## src/rtl/ov7670_dvp_tx_if.sv

```systemverilog
// Pixel handshake and DVP bus between the transmitter and its neighbours.
// The transmitter uses the master modport; the pixel source and bus sink use slave.
interface ov7670_dvp_tx_if;
  logic [7:0] pix_r;
  logic [7:0] pix_g;
  logic [7:0] pix_b;
  logic       pix_ack;
  logic       pclk;
  logic       vsync;
  logic       href;
  logic [7:0] d;

  modport master (
    input  pix_r, pix_g, pix_b,
    output pix_ack, pclk, vsync, href, d
  );

  modport slave (
    output pix_r, pix_g, pix_b,
    input  pix_ack, pclk, vsync, href, d
  );
endinterface

```

## src/rtl/ov7670_dvp_tx.sv

```systemverilog
// OV7670-style DVP transmitter: RGB888 in via one-cycle ack, RGB565 byte pairs out
// with VGA-like frame timing on pclk = clk/2.
module ov7670_dvp_tx #(
  parameter int H_ACTIVE = 640,
  parameter int H_TOTAL  = 784,
  parameter int V_SYNC   = 3,
  parameter int V_BP     = 17,
  parameter int V_ACTIVE = 480,
  parameter int V_TOTAL  = 510
) (
  input  logic                  clk,
  input  logic                  reset,
  input  logic                  enable,
  ov7670_dvp_tx_if.master       bus,
  output logic                  frame_start,
  output logic                  frame_done
);

  typedef enum logic [2:0] {IDLE, VSYNC, VBP, ACTIVE, VFP} state_t;

  localparam logic [11:0] BC_LAST   = 12'(2*H_TOTAL - 1);
  localparam logic [11:0] BC_ACT    = 12'(2*H_ACTIVE);
  localparam logic [9:0]  LC_LAST   = 10'(V_TOTAL - 1);
  localparam logic [9:0]  VBP_START = 10'(V_SYNC);
  localparam logic [9:0]  ACT_START = 10'(V_SYNC + V_BP);
  localparam logic [9:0]  VFP_START = 10'(V_SYNC + V_BP + V_ACTIVE);

  state_t      state, state_nxt;
  logic        ph;
  logic [11:0] bc, bc_nxt;
  logic [9:0]  lc, lc_nxt;
  logic        line_end, frame_end;
  logic        start_nxt, done_nxt, href_nxt;
  logic        ack_q, vsync_q, href_q;
  logic [7:0]  d_q;
  logic [15:0] hold;
  logic [15:0] pix565;

  function automatic state_t line_state(input logic [9:0] l);
    if (l < VBP_START)      return VSYNC;
    else if (l < ACT_START) return VBP;
    else if (l < VFP_START) return ACTIVE;
    else                    return VFP;
  endfunction

  assign pix565 = {bus.pix_r[7:3], bus.pix_g[7:2], bus.pix_b[7:3]};

  // Next bus position; committed on ph 1->0, peeked on ph 0->1 to schedule the ack.
  always_comb begin
    line_end  = (bc == BC_LAST);
    frame_end = line_end && (lc == LC_LAST);
    bc_nxt    = bc;
    lc_nxt    = lc;
    state_nxt = state;
    start_nxt = 1'b0;
    done_nxt  = 1'b0;
    if (state == IDLE) begin
      bc_nxt = '0;
      lc_nxt = '0;
      if (enable) begin
        state_nxt = VSYNC;
        start_nxt = 1'b1;
      end
    end else begin
      bc_nxt = line_end ? 12'd0 : bc + 12'd1;
      if (line_end) lc_nxt = frame_end ? 10'd0 : lc + 10'd1;
      state_nxt = line_state(lc_nxt);
      if (frame_end) begin
        done_nxt = 1'b1;
        if (enable) start_nxt = 1'b1;
        else        state_nxt = IDLE;
      end
    end
    href_nxt = (state_nxt == ACTIVE) && (bc_nxt < BC_ACT);
  end

  always_ff @(posedge clk) begin
    if (reset) begin
      state       <= IDLE;
      ph          <= 1'b0;
      bc          <= '0;
      lc          <= '0;
      ack_q       <= 1'b0;
      vsync_q     <= 1'b0;
      href_q      <= 1'b0;
      d_q         <= '0;
      hold        <= '0;
      frame_start <= 1'b0;
      frame_done  <= 1'b0;
    end else begin
      ph          <= ~ph;
      ack_q       <= 1'b0;
      frame_start <= 1'b0;
      frame_done  <= 1'b0;
      if (!ph) begin
        ack_q <= href_nxt && !bc_nxt[0];
      end else begin
        state       <= state_nxt;
        bc          <= bc_nxt;
        lc          <= lc_nxt;
        frame_start <= start_nxt;
        frame_done  <= done_nxt;
        vsync_q     <= (state_nxt == VSYNC);
        href_q      <= href_nxt;
        if (!href_nxt) begin
          d_q <= '0;
        end else if (!bc_nxt[0]) begin
          hold <= pix565;
          d_q  <= pix565[15:8];
        end else begin
          d_q <= hold[7:0];
        end
      end
    end
  end

  assign bus.pclk    = ph;
  assign bus.pix_ack = ack_q;
  assign bus.vsync   = vsync_q;
  assign bus.href    = href_q;
  assign bus.d       = d_q;

endmodule
```

## src/flat_wrapper.sv

```systemverilog
// flat-port wrapper written by rule: the top's interface ports become plain ports
module ov7670_dvp_tx_flat 
#(
  parameter int H_ACTIVE = 640,
  parameter int H_TOTAL  = 784,
  parameter int V_SYNC   = 3,
  parameter int V_BP     = 17,
  parameter int V_ACTIVE = 480,
  parameter int V_TOTAL  = 510
)
  (clk, reset, enable, frame_start, frame_done, bus_pix_r, bus_pix_g, bus_pix_b, bus_pix_ack, bus_pclk, bus_vsync, bus_href, bus_d);
  ov7670_dvp_tx_if bus_i ();
  input  logic clk;
  input  logic reset;
  input  logic enable;
  output logic frame_start;
  output logic frame_done;
  input wire logic [$bits(bus_i.pix_r)-1:0] bus_pix_r;
  input wire logic [$bits(bus_i.pix_g)-1:0] bus_pix_g;
  input wire logic [$bits(bus_i.pix_b)-1:0] bus_pix_b;
  output wire logic [$bits(bus_i.pix_ack)-1:0] bus_pix_ack;
  output wire logic [$bits(bus_i.pclk)-1:0] bus_pclk;
  output wire logic [$bits(bus_i.vsync)-1:0] bus_vsync;
  output wire logic [$bits(bus_i.href)-1:0] bus_href;
  output wire logic [$bits(bus_i.d)-1:0] bus_d;
  assign bus_i.pix_r = bus_pix_r;
  assign bus_i.pix_g = bus_pix_g;
  assign bus_i.pix_b = bus_pix_b;
  assign bus_pix_ack = bus_i.pix_ack;
  assign bus_pclk = bus_i.pclk;
  assign bus_vsync = bus_i.vsync;
  assign bus_href = bus_i.href;
  assign bus_d = bus_i.d;
  ov7670_dvp_tx #(.H_ACTIVE(H_ACTIVE), .H_TOTAL(H_TOTAL), .V_SYNC(V_SYNC), .V_BP(V_BP), .V_ACTIVE(V_ACTIVE), .V_TOTAL(V_TOTAL)) u_core (.clk(clk), .reset(reset), .enable(enable), .bus(bus_i), .frame_start(frame_start), .frame_done(frame_done));
endmodule
```

## config.mk

```make
export PLATFORM = sky130hd
export DESIGN_NAME = ov7670_dvp_tx_flat
export DESIGN_NICKNAME = d
export VERILOG_FILES = /design/src/rtl/ov7670_dvp_tx_if.sv /design/src/rtl/ov7670_dvp_tx.sv /design/src/flat_wrapper.sv
export SDC_FILE = /design/constraint.sdc
export NUM_CORES = 1
export LEC_CHECK = 0
export ABC_AREA = 1
export CELL_PAD_IN_SITES_DETAIL_PLACEMENT = 0
export CELL_PAD_IN_SITES_GLOBAL_PLACEMENT = 1
export CORE_MARGIN = 2
export CORE_UTILIZATION = 41
export DETAILED_ROUTE_END_ITERATION = 8
export PLACE_DENSITY_LB_ADDON = 0.1
export SLEW_MARGIN = 20
export SYNTH_ARGS = -nofsm -noshare
export SYNTH_HDL_FRONTEND = slang
export SYNTH_SLANG_ARGS = --single-unit
```

## constraint.sdc

```tcl
create_clock -name clk -period 6.8 [get_ports clk]
set_clock_uncertainty 0.05 [all_clocks]
set_input_delay 2.04 -clock clk [delete_from_list [all_inputs] [get_ports clk]]
set_output_delay 2.04 -clock clk [all_outputs]
set_load 0.1 [all_outputs]
```

# After elaboration in Yosys (flattened, before gate mapping)
# Index checks and enable logic that the tools add are counted.
dict set report word_totals {
  register_bits 47
  in_bits 27
  out_inout_bits 14
}
dict set report op_classes {
  n_addsub 2
  order_cmp 4
  n_eq_ne 4
  n_mux 19
  bitwise 2
  reduce_logical 9
}
# operator count
set op_table {}
lappend op_table {{2-to-1 mux 10 bit} 4}
lappend op_table {{2-to-1 mux 12 bit} 2}
lappend op_table {{2-to-1 mux 3 bit} 7}
lappend op_table {{2-to-1 mux 8 bit} 2}
lappend op_table {{adder 12 x 1 -> 12 bit (second input constant)} 1}
lappend op_table {{equality test 12 x 11 -> 1 bit (second input constant)} 1}
lappend op_table {{less-than comparator 12 x 11 -> 1 bit (second input constant)} 1}
lappend op_table {{adder 10 x 1 -> 10 bit (second input constant)} 1}
lappend op_table {{equality test 10 x 9 -> 1 bit (second input constant)} 1}
lappend op_table {{less-than comparator 10 x 2 -> 1 bit (second input constant)} 1}
lappend op_table {{less-than comparator 10 x 5 -> 1 bit (second input constant)} 1}
lappend op_table {{less-than comparator 10 x 9 -> 1 bit (second input constant)} 1}
lappend op_table {{2-to-1 mux 1 bit} 4}
lappend op_table {{OR reduction 2 bit} 2}
lappend op_table {{equality test 3 x 1 -> 1 bit (second input constant)} 1}
lappend op_table {{equality test 3 x 2 -> 1 bit (second input constant)} 1}
lappend op_table {{logical AND 1 bit} 3}
lappend op_table {{zero test 3 bit} 1}
lappend op_table {{AND reduction 3 bit} 1}
lappend op_table {{OR reduction 3 bit} 1}
lappend op_table {{inverter 1 bit} 2}
lappend op_table {{zero test 1 bit} 1}

# Logic depth before layout (Yosys ltp)
# Gate-level depths: netlist (run 1).
dict set report depth {
  ltp_word 15
  mapped_depth 20
  ltp_nobuf 19
}

# Worst setup path before layout (run 1)
# Ideal clock, no wire load.
dict set report synth_path {
  path_kind {reg-to-output}
  startpoint {register u_core.ph, in the netlist u_core.bus.pclk}
  endpoint {output bus_pclk}
  arrival_ns 0.998
  setup_slack_ns 3.712
  stages_incl_launch_ff 1
  n_path_buf 0
  cell_sequence {dfxtp_1}
}
# element line_no
set synth_lines {}
lappend synth_lines {{from (decl)} ov7670_dvp_tx.sv:29} ;# logic ph;
lappend synth_lines {{from (signal assigned)} ov7670_dvp_tx.sv:91} ;# ph <= ~ph;
lappend synth_lines {{to (decl)} flat_wrapper.sv:22} ;# output wire logic [$bits(bus_i.pclk)-1:0] bus_pclk;
# No word-level cell between the ends.

# Final worst setup path (run 1)
dict set report layout_path {
  startpoint {register u_core.ph, in the netlist u_core.bus.pclk}
  endpoint {output bus_pclk}
}
# No word-level cell between the ends.

==> run summary, run 1 <==
Slew Viols, Final - 0
grt ovf - 0
Worst EP required - 4.71 ns
most frequent cells in the layout - 97 x nand2_1, 47 x dfxtp_1, 39 x inv_1
Fin. Hold Viols - 0
remaining antenna violation count - 0
fin crit period - 4.00 ns
post-synthesis cell count - 352
worst-path cell chain - clkdlybuf4s50_1
pwr/cell area - 162 mW/mm²
cell row count - 28
initial DRC count - 101
initial antenna violation count - 0
CTS tree - done
I/O Pins - 41
Worst R2R Path Depth - 14
Max Clock Freq - 0.250 GHz
Antenna Cells - 0
Reg clk slew, reported paths - 0.09 ns
RSZ-0062 raised after global routing - false
critical path arrival - 1.91 ns
Tot Pwr - 0.491 mW
Root Buffer - clkbuf_8
worst min path class - register to register
CP Capture Type - primary output
nets - 416
Slew headroom - 34.0%
largest net degree at the start of global routing - 22
worst hold start - u_core.bus.d[2]
Die Width - 83.0 µm
Core Area - 0.00599 mm²
routability cong. - 0.747
WS Path Type - register to primary output
layout cell share with drive strength beyond 1 - 15.0%
Unique masters post-synth - 35
Max stage delay cell, worst path - clkdlybuf4s50_1
first-pass GRT wire length - 10300 µm
final WL - 5890 µm
DRT Pass-1 Iters - 4
clk sinks - 47
area grow syn2layout - 18.1%
Syn Std Cell Area - 0.00256 mm²
Slew @ Worst Pin - 0.986 ns
static leakage - 1.18 nW
DP Cell Count - 454
Hold WS - 0.407 ns
register bit total from synthesis - 47
commonest non-fill, non-tap cell in the layout - nand2_1
I/O Buffers - 32
Tcrit/Tclk final - 58.8%
DP HPWL - 4410 µm
Seq/Total Area, Yosys - 36.8%
startpoint types - register
peak supply drop - 0.100 mV
CP bufs+invs - 1
number of global-route vias before repair - 2184
max_cap viols - 0
Crit Reg-Reg Endpoint - u_core.hold[6]
full die area - 0.00689 mm²
post-CTS setup buffer count - 0
global-route usage over all layers - 18.0%
post-cts resize count - 0
via count - 2271
syn_nets - 382
worst reg2reg path startpoint - u_core.bc[0]
YS warnings - 0
Clock H-tree levels - 2
Layout Cells excl Fill - 462
fin util - 50.5%
crit path max fanout - 4
hold_buf cts - 0
setup_tns - 0 ns
hold endpoint - u_core.bus.d[2]
final setup fails - 0
clock buffer count from CTS - 5
Bufs on Longest Clock Path - 2
Skew-Pair Late Insertion Delay - 0.30 ns
Starting Density - 42.7%
# fillers - 625
CP max stage delay - 1.17 ns
via/cell ratio - 4.92
cell family with most CP delay - buffers and inverters
Die H - 83.0 µm
WL/cell - 12.7 µm
R2R Setup Slk - 3.93 ns
outcome - completed
hold path cells - 2
Residual DRC - 0
Mean Syn Cell Area - 7.27 µm²
-- per-stage QoR --
step	setup slack [ns]	area, µm²
floorplan	3.71	2560
global placement	2.98	2940
detailed placement	2.99	2940
CTS	2.78	3020
global route	2.72	3020
finish	2.80	3020
-- cell usage after synthesis --
library cell	instances	area, µm²
nand2_1	97	364
dfxtp_1	47	941
inv_1	39	146
nand3_1	23	115
nor2_1	22	82.6
nor2_2	20	125
o22ai_1	16	100
nand4_1	12	75.1
o21ai_0	10	50.1
mux2_2	8	90.1
nor3_1	8	40.0
xor2_1	7	61.3
inv_2	5	18.8
nand2_2	5	31.3
nor2_4	4	45.0
clkbuf_1	3	11.3
ha_1	3	37.5
nand3_2	3	30.0
o21ai_1	3	15.0
clkinv_1	2	7.51
a211oi_1	1	7.51
a21boi_0	1	7.51
a21oi_2	1	8.76
a21oi_4	1	16.3
a22o_1	1	8.76
a32o_1	1	10.0
buf_2	1	5.00
buf_6	1	11.3
buf_8	1	15.0
nand3_4	1	17.5
nand3b_1	1	7.51
nand4_4	1	21.3
nor2_8	1	20.0
o31ai_1	1	7.51
xnor2_1	1	8.76
-- sequential cells by signal, summed over array words and instances (netlist names) --
register            cells
u_core.bc              12
u_core.frame_start      1
u_core.hold             8
u_core.bus.vsync        1
u_core.bus.href         1
u_core.bus.pclk         1
u_core.state            3
u_core.frame_done       1
u_core.bus.d            8
u_core.lc              10
u_core.bus.pix_ack      1
-- cells by family (layout without fill, tap and decap cells) --
group | after synthesis | count (layout) | synth area share, %
compound gates | 36 | 36 | 9.04
xor+xnor | 8 | 8 | 2.74
fa+ha+maj | 3 | 3 | 1.47
buf+inv | 52 | 87 | 8.41
flops | 47 | 47 | 36.8
mux | 8 | 8 | 3.52
simple gates | 198 | 198 | 38.1
-- per-layer routing --
metal | GRT usage (%) | part of all wire (%)
met5 | 0 | 0
met4 | 3.58 | 0.71
met3 | 3.28 | 2.9
met2 | 29.2 | 44
met1 | 25.2 | 52
-- how the worst max path moves through the flow --
| stage | slack, ns | from | cells after the start | end |
|---|---|---|---|---|
| finish | 2.80 | u_core.bus.pclk | 1 | bus_pclk |
| global route | 2.72 | u_core.bus.pclk | 1 | bus_pclk |
| CTS | 2.78 | u_core.bus.pclk | 1 | bus_pclk |
| detailed placement | 2.99 | reset | 6 | u_core.bc[11] |
| global placement | 2.98 | reset | 6 | u_core.bc[9] |
| floorplan | 3.71 | u_core.bus.pclk | 0 | bus_pclk |
-- where the power goes --
group          leakage [nW]  total (mW)  switching (mW)  internal, mW
logic                 0.758      0.0436          0.0255        0.0181
clock network        0.0412       0.169          0.0969        0.0721
registers             0.379       0.278         0.00138         0.277
total                  1.18       0.491           0.124         0.367
-- area by class of cell --
| cell class | count | area (µm²) | share of cell area [%] |
|---|---|---|---|
| Clock buffer | 6 | 72.6 | 2.40 |
| Clock inverter | 2 | 12.5 | 0.414 |
| Inverter | 46 | 173 | 5.71 |
| Multi-Input combinational cell | 253 | 1400 | 46.4 |
| Sequential cell | 47 | 941 | 31.1 |
| Tap cell | 75 | 93.8 | 3.10 |
| Timing Repair Buffer | 33 | 328 | 10.8 |
(Power assumes the default switching activity.)
==> inputs of run 2 (changes only) <==
--- a/config.mk
+++ b/config.mk
@@ -9,7 +9,7 @@
 export CELL_PAD_IN_SITES_DETAIL_PLACEMENT = 0
 export CELL_PAD_IN_SITES_GLOBAL_PLACEMENT = 1
 export CORE_MARGIN = 2
-export CORE_UTILIZATION = 41
+export CORE_UTILIZATION = 35
 export DETAILED_ROUTE_END_ITERATION = 8
 export PLACE_DENSITY_LB_ADDON = 0.1
 export SLEW_MARGIN = 20
==> constraint.sdc (replaced) <==
create_clock -name clk -period 3.4 [get_ports clk]
set_clock_uncertainty 0.05 [all_clocks]
set_input_delay 1.02 -clock clk [delete_from_list [all_inputs] [get_ports clk]]
set_output_delay 1.02 -clock clk [all_outputs]
set_load 0.1 [all_outputs]
==> run summary, run 2 (synthesized netlist as in run 1, its figures left out) <==
cell row count - 31 (was 28)
Layout Cells excl Fill - 486 (was 462)
layout cell share with drive strength beyond 1 - 18.9% (was 15.0%)
crit path max fanout - 16 (was 4)
Most flops, register - u_core.bc (unchanged)
worst hold start - u_core.bus.d[0] (was u_core.bus.d[2])
Max stage delay cell, worst path - dfxtp_1 (was clkdlybuf4s50_1)
worst min path class - register to register (unchanged)
commonest non-fill, non-tap cell in the layout - nand2_1 (unchanged)
Max Clock Freq - 0.343 GHz
post-cts resize count - 0 (unchanged)
initial antenna violation count - 0 (unchanged)
clk sinks - 47 (unchanged)
max_cap viols - 0 (unchanged)
nets - 417 (was 416)
DP HPWL - 4530 µm (was 4410 µm)
Fin. Hold Viols - 0 (unchanged)
Worst EP required - 3.55 ns (was 4.71 ns)
clock buffer count from CTS - 5 (unchanged)
pwr/cell area - 327 mW/mm² (was 162 mW/mm²)
Tcrit/Tclk final - 85.8%
Starting Density - 35.7% (was 42.7%)
max reg flops - 12 (unchanged)
I/O Pins - 41 (unchanged)
Slew @ Worst Pin - 0.763 ns (was 0.986 ns)
Skew-Pair Late Insertion Delay - 0.30 ns (about the same)
DP Cell Count - 479 (was 454)
CTS tree - done (unchanged)
grt ovf - 0 (unchanged)
Reg clk slew, reported paths - 0.09 ns (about the same)
worst reg2reg path startpoint - u_core.bc[0] (unchanged)
WL/cell - 12.4 µm (was 12.7 µm)
Slew headroom - 49.1% (was 34.0%)
Die H - 89.5 µm (was 83.0 µm)
via/cell ratio - 4.64 (was 4.92)
first-pass GRT wire length - 10100 µm (was 10300 µm)
setup_tns - 0 ns (unchanged)
remaining antenna violation count - 0 (unchanged)
startpoint types - register (unchanged)
largest net degree at the start of global routing - 22 (unchanged)
Worst R2R Path Depth - 16 (was 14)
outcome - completed (unchanged)
CP Capture Type - register (was primary output)
critical path arrival - 3.06 ns (was 1.91 ns)
worst-path cell chain - ha_1, nand3_2, nor2_4, nand3_2, nand3_1, nor2_1, nand2_1, nor2_2, nor2_4, nand2_2, nand2_2, nand3_4, nor2_8, nand2_1, nand2_1, nor2_2 (was clkdlybuf4s50_1)
number of global-route vias before repair - 2120 (was 2184)
R2R Setup Slk - 0.48 ns (was 3.93 ns)
initial DRC count - 82 (was 101)
RSZ-0062 raised after global routing - false (unchanged)
Slew Viols, Final - 0 (unchanged)
hold endpoint - u_core.bus.d[0] (was u_core.bus.d[2])
post-CTS setup buffer count - 0 (unchanged)
Root Buffer - clkbuf_8 (unchanged)
biggest regs - u_core.bc x12, u_core.lc x10 (unchanged)
routability cong. - 0.781 (was 0.747)
WS Path Type - register to register (was register to primary output)
Crit Reg-Reg Endpoint - u_core.hold[4] (was u_core.hold[6])
global-route usage over all layers - 16.4% (was 18.0%)
Die Width - 89.5 µm (was 83.0 µm)
Core Area - 0.00718 mm² (was 0.00599 mm²)
Bufs on Longest Clock Path - 2 (unchanged)
DRT Pass-1 Iters - 4 (unchanged)
Clock H-tree levels - 2 (unchanged)
CP max stage delay - 0.39 ns (was 1.17 ns)
full die area - 0.00801 mm² (was 0.00689 mm²)
final WL - 6010 µm (was 5890 µm)
peak supply drop - 0.150 mV (was 0.100 mV)
Residual DRC - 0 (unchanged)
Antenna Cells - 0 (unchanged)
I/O Buffers - 32 (unchanged)
area grow syn2layout - 18.3% (was 18.1%)
via count - 2255 (was 2271)
hold_buf cts - 0 (unchanged)
hold path cells - 2 (unchanged)
cell mode on critical path - nand2_1
final setup fails - 0 (unchanged)
static leakage - 1.22 nW (was 1.18 nW)
fin crit period - 2.92 ns
most frequent cells in the layout - 97 x nand2_1, 47 x dfxtp_1, 39 x inv_1 (unchanged)
## run 2: cell types whose count changed in the layout (fill, tap and decap cells not counted), sizes merged
cell           change
clkinvlp           -1
clkdlybuf4s50     -14
buf               +15
## run 2: where the power goes
part / leakage [nW] / total [mW] / switching [mW] / internal [mW]
clock: 0.0470 / 0.346 / 0.186 / 0.160
sequential: 0.379 / 0.556 / 0.00283 / 0.553
combinational: 0.790 / 0.0885 / 0.0519 / 0.0366
total: 1.22 / 0.991 / 0.241 / 0.750
## run 2: per-layer routing
metal | part of all wire, % | up-vias | global-route usage (%)
met5 | 0 | - | 0
met1 | 50 | 1021 | 22.1
li1 | - | 1209 | -
met4 | 1.0 | 0 | 4.48
met2 | 47 | 19 | 26.8
met3 | 1.8 | 6 | 3.05
## run 2: cell type report
type | count | area, µm²
flip-flops and latches | 47 | 941
multi-input cells | 253 | 1400
well taps | 99 | 124
inverters | 46 | 173
clock inverters | 1 | 5.00
clock buffers | 6 | 82.6
fillers | 785 | 4150
repair buffers | 34 | 300
## run 2: worst max path at each step
stage	from	end	slack, ns
2_1_floorplan	u_core.bc[0]	u_core.hold[1]	1.02
3_3_place_gp	u_core.bc[0]	u_core.hold[4]	0.48
3_5_place_dp	u_core.bc[0]	u_core.hold[4]	0.50
4_1_cts	u_core.bc[0]	u_core.hold[4]	0.47
5_1_grt	u_core.bc[0]	u_core.hold[0]	0.14
6_report	u_core.bc[0]	u_core.hold[4]	0.48
## run 2: worst max-delay path, delay by kind of cell, from the launching register on
family	cells	cell delay [ns]
adders and majority gates	1	0.25
DFF	1	0.39
and+or+nand+nor	15	2.11
## run 2: per-stage QoR
stage	hold WS [ns]	setup slack [ns]	util, %	total power [mW]	area [µm²]
floorplan	0.379	1.02	-	0.622	2560
global placement	0.390	0.482	41.0	0.659	2940
detailed placement	0.391	0.496	41.0	0.659	2940
CTS	0.407	0.465	42.2	1.01	3030
global route	0.423	0.142	42.2	1.03	3030
finish	0.405	0.484	42.2	0.991	3030
==> inputs of run 3 (changes only) <==
--- a/config.mk
+++ b/config.mk
@@ -9,7 +9,8 @@
 export CELL_PAD_IN_SITES_DETAIL_PLACEMENT = 0
 export CELL_PAD_IN_SITES_GLOBAL_PLACEMENT = 1
 export CORE_MARGIN = 2
-export CORE_UTILIZATION = 35
+export CORE_UTILIZATION = 36
+export CTS_BUF_LIST = sky130_fd_sc_hd__clkbuf_8
 export DETAILED_ROUTE_END_ITERATION = 8
 export PLACE_DENSITY_LB_ADDON = 0.1
 export SLEW_MARGIN = 20
==> run summary, run 3 (synthesized netlist as in run 1, its figures left out) <==
outcome - completed (unchanged)
full die area - 0.00780 mm² (was 0.00801 mm²)
clock buffer count from CTS - 5 (unchanged)
final WL - 6030 µm (was 6010 µm)
Crit Reg-Reg Endpoint - u_core.hold[4] (unchanged)
static leakage - 1.23 nW (was 1.22 nW)
crit path max fanout - 16 (unchanged)
grt ovf - 0 (unchanged)
Net Sw Frac - 23.0% (was 24.3%)
global-route usage over all layers - 16.8% (was 16.4%)
hold endpoint - u_core.bus.d[2] (was u_core.bus.d[0])
Starting Density - 37.5% (was 35.7%)
Residual DRC - 0 (unchanged)
startpoint types - register (unchanged)
DP Cell Count - 476 (was 479)
Setup WS pre-CTS - 0.482 ns (was 0.496 ns)
worst reg2reg path startpoint - u_core.bc[0] (unchanged)
hold path cells - 2 (unchanged)
Root Buffer - clkbuf_8 (unchanged)
hold_buf cts - 0 (unchanged)
Layout Cells excl Fill - 484 (was 486)
CTS tree - done (unchanged)
setup slack after layout - 0.493 ns (was 0.484 ns)
clk sinks - 47 (unchanged)
post-cts resize count - 0 (unchanged)
worst-path cell chain - ha_1, nand3_2, nor2_4, nand3_2, nand3_1, nor2_1, nand2_1, nor2_2, nor2_4, nand2_2, nand2_2, nand3_4, nor2_8, nand2_1, nand2_1, nor2_2 (unchanged)
biggest regs - u_core.bc x12, u_core.lc x10 (unchanged)
via/cell ratio - 4.68 (was 4.64)
WS Path Type - register to register (unchanged)
CP max stage delay - 0.39 ns (about the same)
Worst R2R Path Depth - 16 (unchanged)
worst min path class - register to register (unchanged)
worst hold start - u_core.bus.d[2] (was u_core.bus.d[0])
initial antenna violation count - 0 (unchanged)
critical path arrival - 3.06 ns (about the same)
fin crit period - 2.91 ns (was 2.92 ns)
total internal power - 0.828 mW (was 0.750 mW)
sw power - 0.247 mW (was 0.241 mW)
most frequent cells in the layout - 97 x nand2_1, 47 x dfxtp_1, 39 x inv_1 (unchanged)
Core Area - 0.00683 mm² (was 0.00718 mm²)
peak supply drop - 0.205 mV (was 0.150 mV)
I/O Pins - 41 (unchanged)
Max Clock Freq - 0.344 GHz (was 0.343 GHz)
max_cap viols - 0 (unchanged)
sequential fraction of design power - 51.7% (was 56.1%)
I/O Buffers - 32 (unchanged)
max reg flops - 12 (unchanged)
power share of the clock group - 40.0% (was 34.9%)
Fin. Hold Viols - 0 (unchanged)
setup_tns - 0 ns (unchanged)
Reg clk slew, reported paths - 0.09 ns (about the same)
initial DRC count - 64 (was 82)
via count - 2265 (was 2255)
routability cong. - 0.758 (was 0.781)
R2R Setup Slk - 0.49 ns (was 0.48 ns)
CP Capture Type - register (unchanged)
Die Width - 88.3 µm (was 89.5 µm)
Slew @ Worst Pin - 0.769 ns (was 0.763 ns)
Die H - 88.3 µm (was 89.5 µm)
post-CTS setup buffer count - 0 (unchanged)
largest net degree at the start of global routing - 22 (unchanged)
number of global-route vias before repair - 2175 (was 2120)
first-pass GRT wire length - 10200 µm (was 10100 µm)
Worst EP required - 3.55 ns (about the same)
remaining antenna violation count - 0 (unchanged)
RSZ-0062 raised after global routing - false (unchanged)
layout cell share with drive strength beyond 1 - 19.1% (was 18.9%)
Slew headroom - 48.7% (was 49.1%)
Max stage delay cell, worst path - dfxtp_1 (unchanged)
Clock H-tree levels - 2 (unchanged)
cell row count - 30 (was 31)
WL/cell - 12.4 µm (about the same)
DP HPWL - 4450 µm (was 4530 µm)
Bufs on Longest Clock Path - 2 (unchanged)
Slew Viols, Final - 0 (unchanged)
cell mode on critical path - nand2_1 (unchanged)
nets - 417 (unchanged)
Most flops, register - u_core.bc (unchanged)
commonest non-fill, non-tap cell in the layout - nand2_1 (unchanged)
area grow syn2layout - 19.4% (was 18.3%)
Tot Pwr - 1.08 mW (was 0.991 mW)
pwr/cell area - 352 mW/mm² (was 327 mW/mm²)
Tcrit/Tclk final - 85.5% (was 85.8%)
combinational share of power - 8.3% (was 8.9%)
DRT Pass-1 Iters - 4 (unchanged)
final setup fails - 0 (unchanged)
Antenna Cells - 0 (unchanged)
Skew-Pair Late Insertion Delay - 0.30 ns (about the same)
==> run 3: layer usage <==
metal | share of wire [%] | GRT usage, % | vias up
met5 | 0 | 0 | -
met4 | 1.5 | 6.20 | 0
met3 | 2.3 | 2.71 | 7
met2 | 48 | 28.8 | 27
met1 | 48 | 21.3 | 1015
li1 | - | - | 1216
==> run 3: layout make-up <==
cell class / count / area (µm²)
clock inverters: 2 / 35.0
clock buffers: 6 / 82.6
fillers: 737 / 3780
flip-flops and latches: 47 / 941
inverters: 46 / 173
well taps: 96 / 120
multi-input cells: 253 / 1400
repair buffers: 34 / 300
==> run 3: worst max path at each step <==
stage / start / endpoint / slack, ns
2_1_floorplan: u_core.bc[0] / u_core.hold[1] / 1.02
3_3_place_gp: u_core.bc[0] / u_core.bus.d[5] / 0.50
3_5_place_dp: u_core.bc[0] / u_core.hold[6] / 0.48
4_1_cts: u_core.bc[0] / u_core.hold[0] / 0.47
5_1_grt: u_core.bc[0] / u_core.bus.d[4] / 0.11
6_report: u_core.bc[0] / u_core.hold[4] / 0.49
==> run 3: metrics by stage <==
stage	utilization, %	cell area [µm²]	hold WS [ns]
floorplan	-	2560	0.379
detailed placement	43.0	2940	0.396
finish	44.7	3060	0.408
CTS	44.7	3060	0.413
global placement	43.0	2940	0.394
global route	44.7	3060	0.425
==> run 3: critical path, delay by kind of cell (launching register included) <==
family	cells	cell delay (ns)
and+or+nand+nor	15	2.11
DFF	1	0.39
adders and majority gates	1	0.24
==> run 3: power groups by stage <==
| stage | registers (mW) | clock network [mW] | logic [mW] |
|---|---|---|---|
| 3_5_place_dp | 0.569 | 0 | 0.0899 |
| 4_1_cts | 0.556 | 0.449 | 0.0902 |
| 5_1_grt | 0.557 | 0.470 | 0.0965 |
| 3_3_place_gp | 0.569 | 0 | 0.0904 |
| 6_report | 0.556 | 0.430 | 0.0888 |
| 2_1_floorplan | 0.584 | 0 | 0.0377 |
